$ cat src/rtl/membus_arbiter.sv
// -----------------------------------------------------------------------------
// membus_arbiter
//
// Shares the external memory bus between the instruction-fetch port (f_*) and
// the operand load/store port (d_*). Each transfer runs as one address-phase
// cycle followed by a data phase that ends on i_rdy (after WAIT_STATES cycles)
// or is aborted after TIMEOUT data cycles.
//
// Ports
//   clk, reset            clock; synchronous active-high reset
//   f_req/f_addr          fetch request and address (held until f_gnt)
//   f_gnt/f_done          fetch latched / fetch data valid pulses
//   d_req/d_opc/d_we/...  data request, opcode, direction, address, write data,
//                         write tag, write-protect override (held until d_gnt)
//   d_gnt/d_done/d_err    data latched / data complete / timeout qualifier
//   rd_data/rd_tag        read data and tag captured at the end of a read
//   o_ad/o_tag/o_astb/o_rd/o_wr/o_wforce/o_opc   bus pad outputs
//   i_data/i_tag/i_rdy    bus read data, read tag, slave ready
//   busy                  a transfer is in progress
//
// Every output is a flop; the always_comb block computes the value each one
// takes on the next edge.
// -----------------------------------------------------------------------------
module membus_arbiter #(
   parameter int unsigned WAIT_STATES  = 0,
   parameter int unsigned MAX_DATA_RUN = 2,
   parameter int unsigned TIMEOUT      = 64
) (
   input  logic        clk,
   input  logic        reset,
   input  logic        f_req,
   input  logic [19:0] f_addr,
   output logic        f_gnt,
   output logic        f_done,
   input  logic        d_req,
   input  logic [3:0]  d_opc,
   input  logic        d_we,
   input  logic [19:0] d_addr,
   input  logic [63:0] d_wdata,
   input  logic [7:0]  d_wtag,
   input  logic        d_wforce,
   output logic        d_gnt,
   output logic        d_done,
   output logic        d_err,
   output logic [63:0] rd_data,
   output logic [7:0]  rd_tag,
   output logic [63:0] o_ad,
   output logic [7:0]  o_tag,
   output logic        o_astb,
   output logic        o_rd,
   output logic        o_wr,
   output logic        o_wforce,
   output logic [3:0]  o_opc,
   input  logic [63:0] i_data,
   input  logic [7:0]  i_tag,
   input  logic        i_rdy,
   output logic        busy
);

   localparam logic [3:0]    OPC_FETCH = 4'd8;
   localparam int unsigned   CW        = $clog2(TIMEOUT + WAIT_STATES + 1);
   localparam logic [CW-1:0] WS_LAST   = CW'(WAIT_STATES);
   localparam logic [CW-1:0] TO_LAST   = CW'(TIMEOUT - 1);
   localparam int unsigned   RW        = $clog2(MAX_DATA_RUN + 2);
   localparam logic [RW-1:0] RUN_MAX   = RW'(MAX_DATA_RUN);

   typedef enum logic [1:0] {
      ST_IDLE = 2'd0,
      ST_ADDR = 2'd1,
      ST_DATA = 2'd2
   } state_t;

   state_t        state_q, state_d;
   logic [CW-1:0] wcnt_q, wcnt_d;
   logic          ws_ok_q, ws_ok_d;      // wait states have elapsed, i_rdy may end the phase
   logic [RW-1:0] run_cnt_q, run_cnt_d;

   // Fields of the transfer currently owning the bus
   logic          xfer_fetch_q, xfer_fetch_d;
   logic          xfer_we_q, xfer_we_d;
   logic [19:0]   xfer_addr_q, xfer_addr_d;
   logic [63:0]   xfer_wdata_q, xfer_wdata_d;
   logic [7:0]    xfer_wtag_q, xfer_wtag_d;
   logic          xfer_wforce_q, xfer_wforce_d;
   logic [3:0]    xfer_opc_q, xfer_opc_d;

   // Registered outputs
   logic          f_gnt_q, f_gnt_d, f_done_q, f_done_d;
   logic          d_gnt_q, d_gnt_d, d_done_q, d_done_d, d_err_q, d_err_d;
   logic [63:0]   rd_data_q, rd_data_d;
   logic [7:0]    rd_tag_q, rd_tag_d;
   logic [63:0]   o_ad_q, o_ad_d;
   logic [7:0]    o_tag_q, o_tag_d;
   logic          o_astb_q, o_astb_d, o_rd_q, o_rd_d, o_wr_q, o_wr_d;
   logic          o_wforce_q, o_wforce_d;
   logic [3:0]    o_opc_q, o_opc_d;
   logic          busy_q, busy_d;

   logic          fetch_win;
   logic          drive_data;

   always_comb begin
      state_d       = state_q;
      wcnt_d        = wcnt_q;
      ws_ok_d       = ws_ok_q;
      // The data-run count only means something while a fetch is waiting.
      run_cnt_d     = f_req ? run_cnt_q : '0;
      xfer_fetch_d  = xfer_fetch_q;
      xfer_we_d     = xfer_we_q;
      xfer_addr_d   = xfer_addr_q;
      xfer_wdata_d  = xfer_wdata_q;
      xfer_wtag_d   = xfer_wtag_q;
      xfer_wforce_d = xfer_wforce_q;
      xfer_opc_d    = xfer_opc_q;
      f_gnt_d       = 1'b0;
      f_done_d      = 1'b0;
      d_gnt_d       = 1'b0;
      d_done_d      = 1'b0;
      d_err_d       = 1'b0;
      rd_data_d     = rd_data_q;
      rd_tag_d      = rd_tag_q;
      o_ad_d        = '0;
      o_tag_d       = '0;
      o_astb_d      = 1'b0;
      o_rd_d        = 1'b0;
      o_wr_d        = 1'b0;
      o_wforce_d    = 1'b0;
      o_opc_d       = '0;
      drive_data    = 1'b0;

      // Data normally wins; a fetch that has watched MAX_DATA_RUN data
      // grants go by takes the bus next.
      fetch_win = f_req && (!d_req || (run_cnt_q == RUN_MAX));

      case (state_q)
         ST_IDLE: begin
            if (f_req || d_req) begin
               state_d  = ST_ADDR;
               o_astb_d = 1'b1;
               if (fetch_win) begin
                  xfer_fetch_d  = 1'b1;
                  xfer_we_d     = 1'b0;
                  xfer_addr_d   = f_addr;
                  xfer_wdata_d  = '0;
                  xfer_wtag_d   = '0;
                  xfer_wforce_d = 1'b0;
                  xfer_opc_d    = OPC_FETCH;
                  f_gnt_d       = 1'b1;
                  run_cnt_d     = '0;
                  o_ad_d        = {44'b0, f_addr};
                  o_opc_d       = OPC_FETCH;
               end else begin
                  xfer_fetch_d  = 1'b0;
                  xfer_we_d     = d_we;
                  xfer_addr_d   = d_addr;
                  xfer_wdata_d  = d_wdata;
                  xfer_wtag_d   = d_wtag;
                  xfer_wforce_d = d_wforce;
                  xfer_opc_d    = d_opc;
                  d_gnt_d       = 1'b1;
                  if (f_req && (run_cnt_q != RUN_MAX)) begin
                     run_cnt_d = run_cnt_q + 1'b1;
                  end
                  o_ad_d        = {44'b0, d_addr};
                  o_opc_d       = d_opc;
               end
            end
         end

         ST_ADDR: begin
            state_d    = ST_DATA;
            wcnt_d     = '0;
            ws_ok_d    = (WAIT_STATES == 0);
            drive_data = 1'b1;
         end

         ST_DATA: begin
            if (ws_ok_q && i_rdy) begin
               state_d = ST_IDLE;
               if (xfer_fetch_q) f_done_d = 1'b1;
               else              d_done_d = 1'b1;
               if (!xfer_we_q) begin
                  rd_data_d = i_data;
                  rd_tag_d  = i_tag;
               end
            end else if (wcnt_q == TO_LAST) begin
               // Slave never answered: finish the transfer with an error.
               state_d   = ST_IDLE;
               if (xfer_fetch_q) f_done_d = 1'b1;
               else              d_done_d = 1'b1;
               d_err_d   = 1'b1;
               rd_data_d = '0;
               rd_tag_d  = '0;
            end else begin
               wcnt_d     = wcnt_q + 1'b1;
               if (wcnt_d == WS_LAST) ws_ok_d = 1'b1;
               drive_data = 1'b1;
            end
         end

         default: state_d = ST_IDLE;
      endcase

      // Data-phase pad values for the cycle after this edge
      if (drive_data) begin
         o_opc_d = xfer_opc_q;
         if (xfer_we_q) begin
            o_wr_d     = 1'b1;
            o_ad_d     = xfer_wdata_q;
            o_tag_d    = xfer_wtag_q;
            o_wforce_d = xfer_wforce_q;
         end else begin
            o_rd_d     = 1'b1;
         end
      end

      busy_d = (state_d != ST_IDLE);
   end

   always_ff @(posedge clk) begin
      if (reset) begin
         state_q       <= ST_IDLE;
         wcnt_q        <= '0;
         ws_ok_q       <= 1'b0;
         run_cnt_q     <= '0;
         xfer_fetch_q  <= 1'b0;
         xfer_we_q     <= 1'b0;
         xfer_addr_q   <= '0;
         xfer_wdata_q  <= '0;
         xfer_wtag_q   <= '0;
         xfer_wforce_q <= 1'b0;
         xfer_opc_q    <= '0;
         f_gnt_q       <= 1'b0;
         f_done_q      <= 1'b0;
         d_gnt_q       <= 1'b0;
         d_done_q      <= 1'b0;
         d_err_q       <= 1'b0;
         rd_data_q     <= '0;
         rd_tag_q      <= '0;
         o_ad_q        <= '0;
         o_tag_q       <= '0;
         o_astb_q      <= 1'b0;
         o_rd_q        <= 1'b0;
         o_wr_q        <= 1'b0;
         o_wforce_q    <= 1'b0;
         o_opc_q       <= '0;
         busy_q        <= 1'b0;
      end else begin
         state_q       <= state_d;
         wcnt_q        <= wcnt_d;
         ws_ok_q       <= ws_ok_d;
         run_cnt_q     <= run_cnt_d;
         xfer_fetch_q  <= xfer_fetch_d;
         xfer_we_q     <= xfer_we_d;
         xfer_addr_q   <= xfer_addr_d;
         xfer_wdata_q  <= xfer_wdata_d;
         xfer_wtag_q   <= xfer_wtag_d;
         xfer_wforce_q <= xfer_wforce_d;
         xfer_opc_q    <= xfer_opc_d;
         f_gnt_q       <= f_gnt_d;
         f_done_q      <= f_done_d;
         d_gnt_q       <= d_gnt_d;
         d_done_q      <= d_done_d;
         d_err_q       <= d_err_d;
         rd_data_q     <= rd_data_d;
         rd_tag_q      <= rd_tag_d;
         o_ad_q        <= o_ad_d;
         o_tag_q       <= o_tag_d;
         o_astb_q      <= o_astb_d;
         o_rd_q        <= o_rd_d;
         o_wr_q        <= o_wr_d;
         o_wforce_q    <= o_wforce_d;
         o_opc_q       <= o_opc_d;
         busy_q        <= busy_d;
      end
   end

   assign f_gnt    = f_gnt_q;
   assign f_done   = f_done_q;
   assign d_gnt    = d_gnt_q;
   assign d_done   = d_done_q;
   assign d_err    = d_err_q;
   assign rd_data  = rd_data_q;
   assign rd_tag   = rd_tag_q;
   assign o_ad     = o_ad_q;
   assign o_tag    = o_tag_q;
   assign o_astb   = o_astb_q;
   assign o_rd     = o_rd_q;
   assign o_wr     = o_wr_q;
   assign o_wforce = o_wforce_q;
   assign o_opc    = o_opc_q;
   assign busy     = busy_q;

endmodule

$ cat config.mk
export PLATFORM = sky130hd
export DESIGN_NAME = membus_arbiter
export DESIGN_NICKNAME = d
export VERILOG_FILES = /design/src/rtl/membus_arbiter.sv
export SDC_FILE = /design/constraint.sdc
export NUM_CORES = 1
export LEC_CHECK = 0
export BUFFER_PORTS_ARGS = -buffer_cell sky130_fd_sc_hd__buf_2
export CORE_UTILIZATION = 48
export DETAILED_ROUTE_END_ITERATION = 12
export GPL_TIMING_DRIVEN = 0
export PLACE_DENSITY_LB_ADDON = 0.08
export SKIP_CTS_REPAIR_TIMING = 1
export SLEW_MARGIN = 20
export SYNTH_ARGS = -nofsm -noshare
export SYNTH_HDL_FRONTEND = slang
export SYNTH_SLANG_ARGS = --single-unit
$ cat constraint.sdc
create_clock -name clk -period 2.38 [get_ports clk]
set_input_delay 0.357 -clock clk [delete_from_list [all_inputs] [get_ports clk]]
set_output_delay 0.357 -clock clk [all_outputs]
set_load 0.03 [all_outputs]
==> summary.txt <==
Clock network
  – CTS tree: done
  – Clock slew at reported path FFs: 0.06 ns
  – Later-pin clock latency in the skew report: around 0.52 ns
  – Clock sinks: between 200 and 250
  – H-tree depth: 1
  – CTS Buf Count: 26
  – CTS root buf: clkbuf_16
  – Clock buffer depth: 3

Synth
  – Seq/Total Area, Yosys: between 50% and 60%
  – Post-synthesis mux area share: less than 1%
  – Syn Std Cell Area: 0.00873 mm^2
  – Asr flop ratio synth: 0%
  – Prevailing post-synth register cell: dfxtp_1
  – Post-synth cell types: between 50 and 60
  – Synthesized Nets: between 1000 and 1500
  – Synth Area in Simple Gates: between 10% and 20%
  – Synth Area in Compound Gates: 22.7%
  – Syn Area/Cell: between 9 and 10 um^2
  – Number of synthesized flops with an enable pin: 0
  – Yosys reg bits: between 200 and 250
  – Mapped Cells: 931
  – Post-Synth Adder-Cell Area: less than 1%
  – Synth warn: 0
  – Synthesized-area fraction occupied by xor and xnor cells: 0%
  – Largest family of logic cells by synthesized area: compound AO/OA/AOI/OAI gates

Power and ir drop
  – Net Sw Power: between 2 and 3 mW
  – P_leak: about 5.2 nW
  – Cell internal pwr: 7.67 mW
  – Switch share: around 28%
  – Pwr dens: between 900 and 1000 mW/mm^2
  – Logic pwr share: about 18%
  – Seq pwr share: 43.7%
  – Clock network fraction of total power: between 30% and 40%
  – Total power: ~11 mW
  – Peak supply drop: about 0.00083 V

Critical path
  – Worst path slowest cell: clkbuf_1
  – Worst setup EP type: flop
  – Worst Setup SP: state_q[0]
  – CP max stage delay: between 0.3 and 0.4 ns
  – Critical-path maximum fanout: 10
  – Startpoint Class: flop
  – Worst Reg-to-Reg Cells: 9
  – Flop-to-flop setup slack: roughly 0.15 ns
  – WS Path Type: flop to flop
  – CP top delay family: buffers and inverters
  – R2r endpoint: rd_data[32]
  – Worst path bufs/invs: 5
  – CP required: around 2.8 ns
  – CP Capture Point: rd_data[32]
  – Worst r2r src: state_q[0]
  – CP arrival: between 2 and 3 ns
  – Critical-path cell list: inv_1, ha_1, inv_2, clkbuf_1, nor3_4, buf_12, clkbuf_1, nand2_1, a21oi_1
  – Worst path depth: 9
  – Most used cell, CP: clkbuf_1

Routing
  – Top Layer Used: met5
  – Routed len/inst: 16.5 um
  – Vias per cell: between 5 and 6
  – Drt drc: 0
  – DR pass1 iterations: 5
  – WL met1: roughly 10000 um
  – Iter 0 DRT Violations: roughly 440
  – Metal2 WL: 12200 um
  – Total vias in the final route: between 8000 and 9000
  – Total Wirelength: ~26000 um
  – Routed Antenna Nets: 0
  – DR WL met3: roughly 2300 um

Timing
  – Relative slew slack: 51.5%
  – Endpoints failing hold: 0
  – Fin Hold WS: approximately 0.054 ns
  – Clk_skew: 0.0148 ns
  – Post-route clock period utilization: approximately 94%
  – Final Setup Violations: 0
  – Fmax: between 400 and 500 MHz
  – Clock period minus worst slack: ~2.2 ns
  – Slew of the pin with the lowest slew margin: just over 0.7 ns
  – RSZ-0062 raised after global routing: yes
  – Slew Limit Fails: 0

Cells and area
  – Layout Utilization: around 67%
  – Share of cells above drive strength 1: about a third
  – Most common cell after layout, fill and taps aside: buf_2
  – Commonest cells after routing, fill and taps aside: buf_2 (358), dfxtp_1 (249), nand2_1 (98), o21ai_0 (98), a21oi_1 (95)
  – Finished Cell Area: between 0.01 and 0.015 mm^2
  – Fin nets: around 1500
  – P&R area growth vs syn: 33.8%

Global route
  – Initial antenna violation count: 2
  – Grt ovf: 0
  – GRT Resource Usage Total: 25.9%
  – First-pass GRT wire length: between 30000 and 40000 um
  – Vias in the first global route: roughly 7500
  – Largest net degree at the start of global routing: 14

Die
  – Starting Density: about half
  – Core Rows: 48
  – Io pins: around 350
  – Core Area: 0.0175 mm^2
  – Die height: ~140 um
  – Total Die Area: approximately 0.019 mm^2
  – Die W: 137 um

Place
  – HPWL after DPL: 18600 um
  – RePlAce Congestion: 0.854
  – Area after DPL: 0.0108 mm^2
  – IO Port Bufs: about 350

Status
  – Outcome: completed

Job
  – Max-cap viol count: 0

Min path
  – Hold Path Class: primary input to flop
metal layers:
layer	global-route usage [%]	vias up
met5	0	-
met4	8.36	2
met3	8.37	57
met2	43.0	302
met1	31.8	3799
li1	-	4020
cell usage after synthesis, types with 3 or more instances:
| cell type | instances | area (um^2) |
|---|---|---|
| clkbuf_1 | 61 | 229 |
| nand4_1 | 4 | 25.0 |
| a31oi_1 | 3 | 18.8 |
| ha_1 | 6 | 75.1 |
| nor2_1 | 59 | 221 |
| inv_1 | 6 | 22.5 |
| a21o_1 | 8 | 60.1 |
| nand3_1 | 27 | 135 |
| o22a_1 | 13 | 114 |
| o211ai_1 | 5 | 37.5 |
| buf_6 | 4 | 45.0 |
| a21oi_1 | 96 | 480 |
| buf_2 | 7 | 35.0 |
| a22oi_1 | 55 | 413 |
| a22o_1 | 22 | 193 |
| and2_1 | 54 | 338 |
| nor3_1 | 7 | 35.0 |
| nand2_1 | 98 | 368 |
| buf_1 | 6 | 22.5 |
| o21ai_0 | 98 | 490 |
| dfxtp_1 | 249 | 4980 |
| mux2i_1 | 7 | 70.1 |
power by group through the flow:
stage          registers [mW]  clock network, mW  logic, mW
6_report                 4.64               4.12       1.86
5_1_grt                  4.68               4.40       2.05
4_1_cts                  4.64               4.22       1.85
3_5_place_dp             4.72                  0       1.84
3_3_place_gp             4.72                  0       1.82
2_1_floorplan            4.90                  0       1.02
kinds of logic after synthesis:
| family | Yosys count |
|---|---|
| muxes | 7 |
| buffers and inverters | 86 |
| AOI/OAI and AO/OA | 316 |
| DFF | 249 |
| adders and majority gates | 6 |
| and+or+nand+nor | 267 |
sequential cells by signal, summed over array words and instances, names as in the netlist, 2 cells and up:
register,flops
o_tag,8
wcnt_q,7
xfer_opc_q,4
rd_data,64
rd_tag,8
o_ad,64
xfer_wtag_q,8
o_opc,4
state_q,2
xfer_wdata_q,64
run_cnt_q,2
worst reg2reg max path, delay by kind of cell (launching register included):
kind,cells,cell delay (ns)
AO/OA/AOI/OAI,1,0.14
buffers and inverters,5,1.00
flip-flops,1,0.35
AND/OR/NAND/NOR,2,0.37
adder cells (fa/ha/maj),1,0.28
how the worst min path moves through the flow:
| stage | startpoint | end | slack (ns) | cells past startpoint |
|---|---|---|---|---|
| after floorplan | xfer_fetch_q | d_done | 0.41 | 1 |
| after global placement | xfer_wdata_q[21] | o_ad[21] | 0.44 | 1 |
| after detailed placement | xfer_wdata_q[23] | o_ad[23] | 0.44 | 1 |
| after CTS | d_wdata[15] | xfer_wdata_q[15] | 0.03 | 2 |
| after global routing | d_wdata[2] | xfer_wdata_q[2] | 0.03 | 2 |
| final | d_wdata[11] | xfer_wdata_q[11] | 0.05 | 2 |
cell type report:
class	instances	area (um^2)
clock inverters	8	140
plain buffers	77	337
repair buffers	354	1790
clock buffers	35	726
well taps	225	282
fillers	1534	5860
flip-flops and latches	249	4980
diodes	1	2.50
multi-input cells	596	3390
inverters	8	30.0
stage by stage:
step / worst slack, ns / std cells / setup TNS [ns]
after floorplan: 0.560 / 931 / 0
after global placement: 0.0281 / 1507 / 0
after detailed placement: 0.00874 / 1507 / 0
after CTS: -0.0473 / 1550 / -0.181
after global routing: -0.00944 / 1553 / -0.00944
final: 0.151 / 1553 / 0
No activity file was read; power rests on OpenSTA's default activity.
